$ cat config.mk
export PLATFORM = sky130hd
export DESIGN_NAME = sync_fifo
export DESIGN_NICKNAME = d
export VERILOG_FILES = /design/src/rtl/sync_fifo.sv
export SDC_FILE = /design/constraint.sdc
export NUM_CORES = 1
export LEC_CHECK = 0
export ABC_AREA = 1
export CAP_MARGIN = 20
export CORE_MARGIN = 4
export CORE_UTILIZATION = 30
export CTS_BUF_LIST = sky130_fd_sc_hd__clkbuf_2
export CTS_CLUSTER_DIAMETER = 200
export DETAILED_ROUTE_END_ITERATION = 10
export PLACE_DENSITY = 0.56
export SLEW_MARGIN = 20
export SYNTH_ARGS = -nofsm -noshare
export SYNTH_HDL_FRONTEND = slang
export SYNTH_SLANG_ARGS = --single-unit
$ cat constraint.sdc
create_clock -name clk -period 2.58 [get_ports clk]
set_clock_uncertainty 0.05 [all_clocks]
set_input_delay 0.258 -clock clk [delete_from_list [all_inputs] [get_ports clk]]
set_output_delay 0.258 -clock clk [all_outputs]
set_load 0.03 [all_outputs]
$ cat src/rtl/sync_fifo.sv
`default_nettype none
// ============================================================================
// Module      : sync_fifo
// Description : Single-clock synchronous FIFO with full/empty flags and a
//               registered read port. Pointers carry one extra wrap bit so
//               full and empty can be told apart when the indices match.
//               Optional status outputs (count, sticky overflow/underflow)
//               are built when the macro SYNC_FIFO_STATUS_EN is defined.
// Revision    : 1.0 - initial release
// ============================================================================
module sync_fifo #(
    parameter int DATA_WIDTH = 8,
    parameter int DEPTH      = 16,
    parameter int ADDR_WIDTH = $clog2(DEPTH)
) (
    input  logic                  clk,
    input  logic                  rst,
    input  logic                  wr_en,
    input  logic                  rd_en,
    input  logic [DATA_WIDTH-1:0] wr_data,
    output logic [DATA_WIDTH-1:0] rd_data,
    output logic                  full,
    output logic                  empty
`ifdef SYNC_FIFO_STATUS_EN
    ,
    output logic [ADDR_WIDTH:0]   count,
    output logic                  overflow,
    output logic                  underflow
`endif
);

    localparam logic [ADDR_WIDTH:0] c_ptr_one = (ADDR_WIDTH+1)'(1);

    logic [DATA_WIDTH-1:0] r_mem [DEPTH];
    logic [ADDR_WIDTH:0]   r_wr_ptr;
    logic [ADDR_WIDTH:0]   r_rd_ptr;
    logic [DATA_WIDTH-1:0] r_rd_data;

    logic                  w_full;
    logic                  w_empty;
    logic                  w_wr_accept;
    logic                  w_rd_accept;

    // Flags depend only on the registered pointers, never on the requests.
    always_comb begin
        w_full  = (r_wr_ptr[ADDR_WIDTH-1:0] == r_rd_ptr[ADDR_WIDTH-1:0]) &&
                  (r_wr_ptr[ADDR_WIDTH] != r_rd_ptr[ADDR_WIDTH]);
        w_empty = (r_wr_ptr == r_rd_ptr);
        w_wr_accept = wr_en && !w_full;
        w_rd_accept = rd_en && !w_empty;
    end

    // Storage array; left uninitialised on reset since the pointers gate access.
    always_ff @(posedge clk) begin
        if (w_wr_accept && !rst) begin
            r_mem[r_wr_ptr[ADDR_WIDTH-1:0]] <= wr_data;
        end
    end

    // Pointer advance and registered read data; reset wins over both requests.
    always_ff @(posedge clk) begin
        if (rst) begin
            r_wr_ptr  <= '0;
            r_rd_ptr  <= '0;
            r_rd_data <= '0;
        end else begin
            if (w_wr_accept) begin
                r_wr_ptr <= r_wr_ptr + c_ptr_one;
            end
            if (w_rd_accept) begin
                r_rd_ptr  <= r_rd_ptr + c_ptr_one;
                r_rd_data <= r_mem[r_rd_ptr[ADDR_WIDTH-1:0]];
            end
        end
    end

    assign rd_data = r_rd_data;
    assign full    = w_full;
    assign empty   = w_empty;

`ifdef SYNC_FIFO_STATUS_EN
    logic [ADDR_WIDTH:0] r_count;
    logic                r_overflow;
    logic                r_underflow;

    // Occupancy tracks accepted transfers; error flags stay set until reset.
    always_ff @(posedge clk) begin
        if (rst) begin
            r_count     <= '0;
            r_overflow  <= 1'b0;
            r_underflow <= 1'b0;
        end else begin
            if (w_wr_accept && !w_rd_accept) begin
                r_count <= r_count + c_ptr_one;
            end else if (w_rd_accept && !w_wr_accept) begin
                r_count <= r_count - c_ptr_one;
            end
            if (wr_en && w_full) begin
                r_overflow <= 1'b1;
            end
            if (rd_en && w_empty) begin
                r_underflow <= 1'b1;
            end
        end
    end

    assign count     = r_count;
    assign overflow  = r_overflow;
    assign underflow = r_underflow;
`endif

endmodule
`default_nettype wire

==> flow_summary.ini, run 1 <==
[outcome]
status = complete, no violations

[synthesis]
yosysWarnings = 0
synthArstFlopShare_pct = 0
netlist_area_um2 = 6370
synth-edff-count = 128
yosysMostFrequentCell = nand2_1
ys_types = 23
synth_top_area_share_pct = 60.3
synth.largest_area_cell = edfxtp_1
yosys-top-cells-count = 147 x nand2_1, 128 x edfxtp_1, 98 x nor2_1
ys_ff_latch = 146
synth_nets = 665
synth.avg_cell_area_um2 = 9.83
synth_ff_type = edfxtp_1
synth_seq_area_share_pct = 66.0
synthCells = 648
synth_area_leaders = edfxtp_1 60%, nand2_1 8.7%, nor2_1 5.8%

[power_and_ir_drop]
ir_drop_mv = 0.247
cellPowerDensity_nw_per_um2 = 647
p_leak_nw = 2.98

[worst_setup_path]
path_class = reg2out
startpoint_type = flop
r2r_start = r_wr_ptr[1]
cp.arrival_ns = 1.96
r2r_slack_ns = 0.43
crit_start = r_wr_ptr[1]
crit_end = empty
path_max_fanout = 6
cp.required_ns = 2.27
crit_path_end_kind = primary output
r2r_cells = 10
timing.rr.end = r_mem[0][2]

[route]
first_pass_iters = 5
via_per_inst = 4.42
drt.antenna.violating_nets = 0
drt_wl_total_mm = 14.7
drt_iter0_drc = 400
vias = 4333
drc = 0
wl_per_cell_um = 15.0

[job]
drv_cap = 0

[sta]
rsz0062_at_grt = false
final.period_utilization_pct = 88.1
setup_tns_ns = 0
fmax_mhz = 440
tightestPinTransition_ns = 0.793
slew-limit-headroom_pct = 47.0
period_needed_ns = 2.27
finalSetupViolations = 0
hold_viol_final = 0
finalMaxSlewViolations = 0

[global_routing]
first_global_vias = 4213
grt.overflow.total = 0
antenna_found_initial = 1
track_usage_pct = 12.8
grt_max_degree = 66
grt_pass1_wl_mm = 23.1

[layout]
nets = 709
fill_cells = 2165
regArea_um2 = 4210
fin_util_pct = 34.7
multi_input_area_um2 = 1670
area_growth_pct = 14.1
drive_above_1_share_pct = 10.4

[cts]
h-tree-depth = 4
cts_buffers = 17
clock_path_buffers = 2
clk_pin_slew_worst_paths_ns = 0.19
cts_tree = yes
post_cts_resized = 0
cts_setup_buffers = 0
cts_sinks = 146
worstSkewPairLatency_ns = 0.71
cts_root_buf = clkbuf_2
hold_buffers = 0

[die]
die-area_um2 = 23600
start_util_pct = 30.4
core-area_um2 = 21000
die_w_um = 154
rows = 53
die_h_um = 154
io_pins = 22

[placement]
io_buffer_count = 21
hpwlAfterDp_mm = 9.67
gp_congestion = 0.803

[min_path]
hold_path_class = in2reg
placed cells by master (no fill, tap or decap):
cell             count
diode_2              1
ha_1                 5
inv_2                5
nand2_2              2
a21oi_1             14
bufinv_16            3
nor2_1              98
clkinv_2             2
o21ai_0             34
xor2_1               5
dfxtp_2              1
nand3_1             66
inv_1               89
clkbuf_2            19
clkinv_4             1
clkinvlp_4           2
xnor2_1              2
o21ai_1              2
edfxtp_1           128
nor2_4               1
clkinv_1             6
nand2_1            147
nand3_2              2
dfxtp_1             17
clkdlybuf4s50_1     19
buf_4               34
nor2_2               1
sequential cells by signal, indices dropped and copies added (netlist names):
signal    flops
r_mem       128
rd_data       8
r_wr_ptr      5
r_rd_ptr      5
cells by family after synthesis:
family / count (synthesis) / share of synthesized area [%]
xor+xnor: 7 / 0.963
compound gates: 50 / 3.93
buf+inv: 123 / 7.72
fa+ha+maj: 5 / 0.982
flops: 146 / 66.0
simple gates: 317 / 20.4
how the worst min path moves through the flow:
stage	start	endpoint	slack, ns	cells past startpoint
2_1_floorplan	wr_data[0]	r_mem[0][0]	0.31	0
3_3_place_gp	r_rd_ptr[4]	r_rd_ptr[4]	0.45	2
3_5_place_dp	r_rd_ptr[3]	r_rd_ptr[3]	0.45	2
4_1_cts	wr_en	r_wr_ptr[4]	0.11	3
5_1_grt	wr_en	r_wr_ptr[3]	0.09	3
6_report	wr_en	r_wr_ptr[4]	0.16	3
layout make-up:
cell class | instances | area share [%]
flip-flops and latches | 146 | 57.9
multi-input cells | 379 | 23.0
repair buffers | 53 | 6.13
inverters | 95 | 4.91
well taps | 275 | 4.74
clock inverters | 13 | 1.96
clock buffers | 19 | 1.31
diodes | 1 | 0.0344
critical path: stages, from the launching register on:
cell and delay (ns):
dfxtp_1 0.48, inv_1 0.12, nand2_1 0.07, nand2_1 0.08, nor2_4 0.13, nand3_2 0.14
inv_1 0.08, buf_4 0.15
metal layers:
metal	track usage (%)	part of all wire, %	up-vias
li1	-	-	2180
met1	18.1	49	2022
met2	19.4	45	111
met3	2.93	5.1	20
met4	4.33	1.7	0
met5	0	0	-
metrics by stage:
step | power, mW | cell area [um2] | hold WS (ns) | std cells | worst slack, ns
after detailed placement | 3.45 | 7030 | 0.453 | 948 | 0.481
after floorplan | 3.17 | 6370 | 0.307 | 648 | 0.571
after CTS | 4.75 | 7260 | 0.111 | 980 | 0.252
final | 4.70 | 7270 | 0.163 | 981 | 0.308
after global placement | 3.44 | 7030 | 0.446 | 948 | 0.502
after global routing | 4.95 | 7270 | 0.0882 | 981 | 0.0514
where the power goes:
part	leakage (nW)	switching (mW)	internal (mW)	total (mW)
combinational	1.53	0.512	0.235	0.747
sequential	1.30	0.0296	2.61	2.64
clock	0.141	0.788	0.530	1.32
total	2.98	1.33	3.37	4.70
No activity file was read; power rests on OpenSTA's default activity.
==> run 2: changes to the inputs <==
==> constraint.sdc (replaced) <==
create_clock -name clk -period 2.6 [get_ports clk]
set_clock_uncertainty 0.05 [all_clocks]
set_input_delay 0.26 -clock clk [delete_from_list [all_inputs] [get_ports clk]]
set_output_delay 0.26 -clock clk [all_outputs]
set_load 0.03 [all_outputs]
==> flow_summary.ini, run 2 (same netlist as run 1, synthesis figures left out) <==
[outcome]
status = complete, no violations

[layout]
fin_area_um2 = 7420
drive_above_1_share_pct = 10.9
largest_register_ff_count = 128
fill_cells = 2174
final_common_cell = nand2_1
area_growth_pct = 16.5
nets = 708
mostFrequentLayoutCells = 147 x nand2_1, 128 x edfxtp_1, 98 x nor2_1
fin_util_pct = 35.4

[cts]
h-tree-depth = 4
clk_pin_slew_worst_paths_ns = 0.20
cts_root_buf = clkbuf_2
post_cts_resized = 0
hold_buffers = 0
worstSkewPairLatency_ns = 0.72
cts_setup_buffers = 0
clock_path_buffers = 2
cts_sinks = 146
cts_buffers = 17
cts_tree = yes

[die]
die_h_um = 154
die-area_um2 = 23600
start_util_pct = 30.4
die_w_um = 154
core-area_um2 = 21000
io_pins = 22
rows = 53

[sta]
finalSetupViolations = 0
rsz0062_at_grt = false
finalMaxSlewViolations = 0
setup_tns_ns = 0
period_needed_ns = 2.29
tightestPinTransition_ns = 0.841
fmax_mhz = 436
final.period_utilization_pct = 88.2
hold_viol_final = 0
slew-limit-headroom_pct = 43.8

[global_routing]
grt_max_degree = 66
grt_pass1_wl_mm = 23.5
grt.overflow.total = 0
antenna_found_initial = 1
track_usage_pct = 13.0
first_global_vias = 4156

[route]
first_pass_iters = 5
drt_wl_total_mm = 15.0
drc = 0
drt_iter0_drc = 364
vias = 4350
via_per_inst = 4.44
wl_per_cell_um = 15.3
drt.antenna.violating_nets = 0

[worst_setup_path]
startpoint_type = flop
cp.arrival_ns = 1.98
path_class = reg2out
path_max_fanout = 6
cp.required_ns = 2.29
crit_path_end_kind = primary output

[power_and_ir_drop]
p_leak_nw = 3.05
ir_drop_mv = 0.290
power_mw = 5.31
cellPowerDensity_nw_per_um2 = 715

[min_path]
hold_path_class = in2reg

[placement]
dpl_cell_area_um2 = 7020
io_buffer_count = 21
hpwlAfterDp_mm = 9.68
gp_congestion = 0.799

[job]
drv_cap = 0
## run 2: area by class of cell
type	count	area (um2)	area share [%]
diodes	1	2.50	0.0337
clock buffers	18	90.1	1.21
clock inverters	14	308	4.15
inverters	95	357	4.81
multi-input cells	379	1670	22.6
flip-flops and latches	146	4210	56.7
well taps	275	344	4.64
repair buffers	52	438	5.90
## run 2: critical path, stage by stage, from the launching register on
cell and delay [ns]:
dfxtp_1 0.50, inv_1 0.14, nand2_1 0.08, nand2_1 0.05, nor2_2 0.14, nand3_2 0.14, inv_1 0.08, buf_4 0.15
## run 2: final timing paths
kind	endpoint	from	slack (ns)	cells past startpoint
worst max-delay path	empty	r_wr_ptr[3]	0.31	7
worst min-delay path	r_wr_ptr[4]	wr_en	0.16	3
worst max register to register	r_mem[12][2]	r_wr_ptr[0]	0.41	10
worst min register to register	r_rd_ptr[4]	r_rd_ptr[4]	0.48	2
## run 2: stage by stage
stage	setup WS (ns)	instances	hold slack, ns
after floorplan	0.591	648	0.309
after global placement	0.518	947	0.446
after detailed placement	0.478	947	0.454
after CTS	0.236	979	0.0802
after global routing	0.0868	980	0.0786
final	0.307	980	0.161
## run 2: layer usage
layer / global-route usage, % / vias to the layer above / wire length [um] / part of all wire (%)
met4: 3.78 / 0 / 198 / 1.3
met5: 0 / - / 0 / 0
met3: 3.04 / 18 / 973 / 6.5
met1: 18.8 / 2019 / 6980 / 47
met2: 19.6 / 130 / 6810 / 46
li1: - / 2183 / - / -
## run 2: where the power goes
part,switching [mW],internal (mW)
Sequential,0.0294,2.59
Combinational,0.510,0.233
Clock,0.828,1.12
Total,1.37,3.94
==> run 3: changes to the inputs <==
--- a/config.mk
+++ b/config.mk
@@ -6,6 +6,7 @@
 export NUM_CORES = 1
 export LEC_CHECK = 0
 export ABC_AREA = 1
+export ABC_CLOCK_PERIOD_IN_PS = 2600
 export CAP_MARGIN = 20
 export CORE_MARGIN = 4
 export CORE_UTILIZATION = 30
@@ -13,6 +14,7 @@
 export CTS_CLUSTER_DIAMETER = 200
 export DETAILED_ROUTE_END_ITERATION = 10
 export PLACE_DENSITY = 0.56
+export SKIP_LAST_GASP = 1
 export SLEW_MARGIN = 20
 export SYNTH_ARGS = -nofsm -noshare
 export SYNTH_HDL_FRONTEND = slang
==> results of run 3 <==
Same layout as run 2: the final DEF is identical, and so are final timing and power.
